[src/rtl/step_ctrl_pkg.sv]
// Shared types and default opcode constants for the step-enable controller
// and the control-unit decoder.
package step_ctrl_pkg;

  typedef enum logic [1:0] {
    RUN          = 2'b00,
    WAIT_PRESS   = 2'b01,
    WAIT_RELEASE = 2'b10
  } state_t;

  localparam logic [5:0] OP_IN  = 6'b011101;
  localparam logic [5:0] OP_OUT = 6'b100000;
  localparam logic [5:0] OP_HLT = 6'b011100;

endpackage

[src/rtl/button_debouncer.sv]
// Synchronises the raw step button and accepts a level change only after it
// has been stable for DEBOUNCE_CYCLES samples; emits a strobe on a new press.
module button_debouncer #(
  parameter int SYNC_STAGES     = 2,
  parameter int DEBOUNCE_CYCLES = 16
) (
  input  logic clock,
  input  logic reset,
  input  logic raw,
  output logic level,
  output logic rise
);

  localparam int CNT_W = (DEBOUNCE_CYCLES > 1) ? $clog2(DEBOUNCE_CYCLES) : 1;

  logic [SYNC_STAGES-1:0] r_sync;
  logic [CNT_W-1:0]       r_cnt;
  logic                   r_level;
  logic                   r_rise;
  logic                   w_synced;
  logic                   w_differs;
  logic                   w_settled;

  assign w_synced  = r_sync[SYNC_STAGES-1];
  assign w_differs = (w_synced != r_level);
  assign w_settled = w_differs && (r_cnt == CNT_W'(DEBOUNCE_CYCLES - 1));

  always_ff @(posedge clock or negedge reset) begin
    if (!reset) begin
      r_sync  <= '0;
      r_cnt   <= '0;
      r_level <= 1'b0;
      r_rise  <= 1'b0;
    end else begin
      r_sync <= {r_sync[SYNC_STAGES-2:0], raw};
      // Strobe is registered together with the level so both appear in the same cycle
      r_rise <= w_settled && !r_level;
      if (w_settled) begin
        r_level <= ~r_level;
        r_cnt   <= '0;
      end else if (w_differs) begin
        r_cnt <= r_cnt + CNT_W'(1);
      end else begin
        r_cnt <= '0;
      end
    end
  end

  assign level = r_level;
  assign rise  = r_rise;

endmodule

[src/rtl/step_enable_controller.sv]
// Produces the CPU clock-enable pulse: free-running divider in normal
// operation, one pulse per debounced button press for step-type opcodes.
module step_enable_controller #(
  parameter int                      OPCODE_WIDTH    = 6,
  parameter logic [OPCODE_WIDTH-1:0] OP_IN           = OPCODE_WIDTH'(step_ctrl_pkg::OP_IN),
  parameter logic [OPCODE_WIDTH-1:0] OP_OUT          = OPCODE_WIDTH'(step_ctrl_pkg::OP_OUT),
  parameter logic [OPCODE_WIDTH-1:0] OP_HLT          = OPCODE_WIDTH'(step_ctrl_pkg::OP_HLT),
  parameter int                      CLOCK_DIV       = 4,
  parameter int                      SYNC_STAGES     = 2,
  parameter int                      DEBOUNCE_CYCLES = 16
) (
  input  logic                    clock,
  input  logic                    reset,
  input  logic [OPCODE_WIDTH-1:0] operation,
  input  logic                    stepMode,
  input  logic                    stepButton,
  output logic                    cpuEnable,
  output logic                    waitingStep,
  output logic                    buttonLevel
);

  import step_ctrl_pkg::*;

  localparam int DIV_W = (CLOCK_DIV > 1) ? $clog2(CLOCK_DIV) : 1;

  state_t           r_state;
  state_t           w_next_state;
  logic [DIV_W-1:0] r_div;
  logic [DIV_W-1:0] w_next_div;
  logic             w_step_op;
  logic             w_terminal;
  logic             w_enable;
  logic             w_waiting;
  logic             w_level;
  logic             w_rise;

  button_debouncer #(
    .SYNC_STAGES    (SYNC_STAGES),
    .DEBOUNCE_CYCLES(DEBOUNCE_CYCLES)
  ) u_debouncer (
    .clock(clock),
    .reset(reset),
    .raw  (stepButton),
    .level(w_level),
    .rise (w_rise)
  );

  assign w_step_op  = (operation == OP_IN) || (operation == OP_OUT) ||
                      (operation == OP_HLT) || stepMode;
  assign w_terminal = (r_div == DIV_W'(CLOCK_DIV - 1));

  always_ff @(posedge clock or negedge reset) begin
    if (!reset) begin
      r_state <= RUN;
      r_div   <= '0;
    end else begin
      r_state <= w_next_state;
      r_div   <= w_next_div;
    end
  end

  // The divider only advances in RUN; both wait states park it at zero.
  always_comb begin
    w_next_state = r_state;
    w_next_div   = '0;
    w_enable     = 1'b0;
    w_waiting    = 1'b0;
    case (r_state)
      RUN: begin
        if (w_terminal) begin
          if (w_step_op) begin
            w_next_state = WAIT_PRESS;
          end else begin
            w_enable = 1'b1;
          end
        end else begin
          w_next_div = r_div + DIV_W'(1);
        end
      end
      WAIT_PRESS: begin
        w_waiting = 1'b1;
        if (w_rise) begin
          w_enable     = 1'b1;
          w_next_state = WAIT_RELEASE;
        end
      end
      WAIT_RELEASE: begin
        if (!w_level) begin
          w_next_state = RUN;
        end
      end
      default: begin
        w_next_state = RUN;
      end
    endcase
  end

  // Gating with reset keeps the outputs quiet during reset even when every cycle is terminal.
  assign cpuEnable   = reset && w_enable;
  assign waitingStep = reset && w_waiting;
  assign buttonLevel = w_level;

endmodule

[config.mk]
export PLATFORM = sky130hd
export DESIGN_NAME = step_enable_controller
export DESIGN_NICKNAME = d
export VERILOG_FILES = /design/src/rtl/step_ctrl_pkg.sv /design/src/rtl/button_debouncer.sv /design/src/rtl/step_enable_controller.sv
export SDC_FILE = /design/constraint.sdc
export NUM_CORES = 1
export LEC_CHECK = 0
export ABC_CLOCK_PERIOD_IN_PS = 2150
export BUFFER_PORTS_ARGS = -buffer_cell sky130_fd_sc_hd__buf_2
export CAP_MARGIN = 20
export CORE_MARGIN = 3
export CORE_UTILIZATION = 29
export DETAILED_ROUTE_END_ITERATION = 12
export GPL_TIMING_DRIVEN = 0
export PLACE_DENSITY_LB_ADDON = 0.1
export SLEW_MARGIN = 10
export SYNTH_ARGS = -nofsm -noshare
export SYNTH_HDL_FRONTEND = slang
export SYNTH_SLANG_ARGS = --single-unit
[constraint.sdc]
create_clock -name clock -period 2.15 [get_ports clock]
set_input_delay 0.43 -clock clock [delete_from_list [all_inputs] [get_ports clock]]
set_output_delay 0.43 -clock clock [all_outputs]
set_load 0.02 [all_outputs]
==> Word-level counts from Yosys, hierarchy flattened <==
Cells that the tools add are included.
{ "word_totals": {"out_inout_bits": 3, "register_bits": 12, "elab_cells": 45, "input_bits": 10} }
{ "classes": {"mux": 14, "n_bitwise": 1, "eq_ne": 12, "addsub": 2, "reduce_logical": 10} }
{ "op_table": {"columns": ["op", "count"], "rows": [
  ["== test 6 x 5 -> 1 bit, second input constant", 2],
  ["2-to-1 mux 2 bit", 6],
  ["2-to-1 mux 4 bit", 2],
  ["== test 6 bit, second input constant", 1],
  ["!= test 2 bit, second input constant", 3],
  ["one-hot mux 2 bit (3 select lines)", 1],
  ["adder 4 x 1 -> 4 bit, second input constant", 1],
  ["== test 2 bit, second input constant", 2],
  ["== test 4 bit, second input constant", 1],
  ["logical AND 1 bit", 4],
  ["2-to-1 mux 1 bit", 4],
  ["AND reduction 4 bit", 1],
  ["logical OR 1 bit", 3],
  ["adder 2 x 1 -> 2 bit, second input constant", 1],
  ["== test 2 x 1 -> 1 bit, second input constant", 1],
  ["logical NOT 2 bit", 1],
  ["!= test 2 x 1 -> 1 bit, second input constant", 1],
  ["one-hot mux 1 bit (2 select lines)", 1],
  ["logical NOT 1 bit", 1],
  ["!= test 1 bit", 1],
  ["NOT 1 bit", 1]
]} }

==> Logic depth before layout (Yosys ltp) <==
{ "depth": {"word_depth": 8, "depth_mapped": 4, "depth_no_buf": 4} }

==> Hierarchy <==
From an unflattened synthesis, not the netlist that was laid out.
{ "unflattened": {"cells_unflattened": 45, "hier_area_um2": 549.3} }
{ "by_module_without_submodules": {"columns": ["mod", "area_each_um2", "cells_per_inst", "instances"], "rows": [
  ["button_debouncer", 316.6, 22, 1],
  ["step_enable_controller", 232.7, 23, 1]
]} }

==> Worst setup path before layout <==
Ideal clock, no wire load.
{ "synth_timing": {"path_type": "in2out", "startpoint": "input operation[0]", "endpoint": "output cpuEnable", "arrival_time_ns": 1.256, "setup_slack_ns": 0.464, "cell_stages": 3, "path_cell_list": "or4_4 > o22ai_2 > o31ai_1"} }
{ "synth_via": {"elab_chain_len": 8, "word_cells_on_any_way": 10, "classes_between": "3 x eq/ne; 3 x mux; 4 x reduce/logical"} }
{ "synth_lines": {"columns": ["element", "line", "rtl"], "rows": [
  ["from (decl)", "step_enable_controller.sv:14", "input logic [OPCODE_WIDTH-1:0] operation,"],
  ["== test 6 x 5 -> 1 bit or == test 6 bit (tied branches)", "step_enable_controller.sv:48", "assign w_step_op = (operation == OP_IN) || (operation == OP_OUT) ||"],
  ["logical OR 1 bit", "step_enable_controller.sv:48", null],
  ["logical OR 1 bit *", "step_enable_controller.sv:48", null],
  ["logical OR 1 bit *", "step_enable_controller.sv:49", "(operation == OP_HLT) || stepMode;"],
  ["2-to-1 mux 1 bit *", "step_enable_controller.sv:71", "if (w_step_op) begin"],
  ["2-to-1 mux 1 bit *", "step_enable_controller.sv:70", "if (w_terminal) begin"],
  ["one-hot mux 1 bit (2 select lines) *", "step_enable_controller.sv:68", "case (r_state)"],
  ["logical AND 1 bit *", "step_enable_controller.sv:99", "assign cpuEnable = reset && w_enable;"],
  ["to (decl)", "step_enable_controller.sv:17", "output logic cpuEnable,"]
]} }
Every way passes the cells marked *; elsewhere a longest branch is shown, timed or not.

==> Worst setup path in the final report <==
Same ends and word-level chain as after synthesis.

==> flow_summary.ini <==
[global_routing]
grt_max_degree = 16
overflow = 0
grtUsageTotal_pct = 7.81
antenna_found_initial = 0
grt_pass1_wl_um = 1440
first_global_vias = 327

[floorplan]
row_count = 14
ioPinCount = 13
die_y_um = 48.6
initial_core_util_pct = 32.6
core_area_um2 = 1610
chipWidth_um = 48.6
die-area_um2 = 2360

[clock_network]
cts_resized = 0
cts_tree = done
clockBufferDepth = 2
clock_latency_ns = 0.27
cts_buffers = 3
cts_sinks = 12
hold_buffers = 0
clkTransAtPathRegs_ns = 0.07
post_cts_buffers = 0
cts_max_level = 1
cts-root-buf = clkbuf_4

[pwr]
power_uw = 548
vdd_ir_drop_max_v = 0.000458
p_leak_nw = 0.307
power_density_nw_per_um2 = 841

[sta]
max_freq_mhz = 531
setup_viol = 0
setup_tns_ns = 0
drv_slew = 0
fin_crit_sh_pct = 87.5
rsz0062_at_grt = false
slew_headroom_pct = 79.6
period_minus_slack_ns = 1.88
tightest_slew_ns = 0.306
skew_ns = 0.00550
hold_viol_final = 0
timing.final.ws_setup_ns = 0.268

[setup_path]
required_ns = 1.72
path_cells = buf_2 -> or4_4 -> o22ai_2 -> o31ai_1 -> buf_2
cp.arrival_ns = 1.45
worst-path-buf-inv = 2
critPathKind = in -> out
critPathMaxFanout = 2
cp_slowest_stage_delay_ns = 0.52
critical_path.top_delay_family = simple AND/OR/NAND/NOR gates
start_kind = input port
cpMostUsedCell = buf_2
r2r_slack_ns = 0.95
crit_path_end_kind = primary output
critPathSlowestCell = or4_4

[finish]
fin_nets = 74
area_growth_pct = 24.0
n_antenna_cell = 0
fillCellCount = 179
drive_above_1_share_pct = 29.5
multi_input_area_um2 = 218
regArea_um2 = 300

[synthesis]
yosys_warnings = 0
ys.flop_type = dfrtp_1
synth-edff-count = 0
syn_area_per_cell_um2 = 11.7
synth_area_um2 = 526
yosysTopAreaCell = dfrtp_1
synth_nets = 57
synth_common_cells = dfrtp_1, nor2_1, nand3_1
synth_top_area_share_pct = 57.1
ys_ff_latch = 12
yosysSeqAreaShare_pct = 57.1
ys_types = 21
synthTopCellsByArea = dfrtp_1, ha_1, nand3_1, nor2_1, xnor2_1
synth-async-reset-ratio_pct = 100
yosysMostFrequentCell = dfrtp_1
synthCells = 45

[detailed_routing]
firstDrtPassIters = 2
drc = 0
ant_nets = 0
routed_wl_um = 811
wl_per_cell_um = 9.54
detail_route.vias_per_cell = 4.35
drt_iter0_markers = 1
via_count = 370

[status]
status = complete, no violations

[hold_path]
hold_class = in -> async

[placement]
place_congestion = 0.609
portBuffers = 12
dp_hpwl_um = 639
pre_cts_ws_ns = 0.257

[flow_run]
maxCapViolCount = 0
kinds of logic (layout without fill, tap and decap cells):
logic type / count (synthesis) / after routing / share of synthesized area (%)
xor+xnor: 3 / 3 / 5.00
simple gates: 20 / 20 / 21.2
buf+inv: 2 / 18 / 1.43
flops: 12 / 12 / 57.1
mux: 1 / 1 / 2.14
fa+ha+maj: 2 / 2 / 4.76
compound gates: 5 / 5 / 8.33
cells in the final DEF, fill, tap and decap left out, drive strengths merged, types with 2 or more instances in the layout:
cell,synthesis,final
buf,0,12
dfrtp,12,12
nor2,5,5
nand3,4,4
clkbuf,0,4
xnor2,2,2
nand2b,2,2
inv,2,2
and2,2,2
nand2,2,2
ha,2,2
stage by stage:
step	util [%]	cell area (um^2)	hold WS (ns)	std cells
final	40.5	652	0.0390	85
after CTS	40.5	652	0.0414	85
after floorplan	-	526	0.134	45
after global placement	38.2	616	0.334	81
after detailed placement	38.2	616	0.337	81
after global routing	40.5	652	0.0408	85
power breakdown:
group          internal [mW]  total, mW  leakage (nW)  switching [mW]
combinational         0.0489      0.102         0.130          0.0528
clock                  0.103      0.173        0.0210          0.0702
sequential             0.256      0.274         0.156          0.0174
total                  0.408      0.548         0.307           0.140
routing by layer:
metal	wire, um	vias to the layer above	GRT usage, %
li1	-	190	-
met1	421	167	10.9
met2	307	13	9.63
met3	82	0	5.52
met4	0	0	1.42
met5	0	-	0
path summary, 6_finish.rpt:
check | startpoint | to | cells after the start
max in group asynchronous | reset | u_debouncer.r_sync[1] | 1
min in group clock | stepButton | u_debouncer.r_sync[0] | 1
worst min register to register | u_debouncer.r_sync[0] | u_debouncer.r_sync[1] | 0
worst max register to register | u_debouncer.r_cnt[0] | u_debouncer.level | 3
worst max-delay path | operation[0] | cpuEnable | 5
worst min-delay path | reset | u_debouncer.rise | 1
final cells by class:
cell class,count,share of cell area [%]
tap,24,4.61
clock buffer,4,5.57
multi-input combinational,31,33.4
timing repair buffer,12,9.21
inverter,2,1.15
sequential,12,46.1
registers in the layout, indices dropped and copies added, names as in the netlist:
signal              cells
u_debouncer.r_cnt       4
u_debouncer.rise        1
u_debouncer.r_sync      2
r_state                 2
r_div                   2
u_debouncer.level       1
No activity file was read; power rests on OpenSTA's default activity.
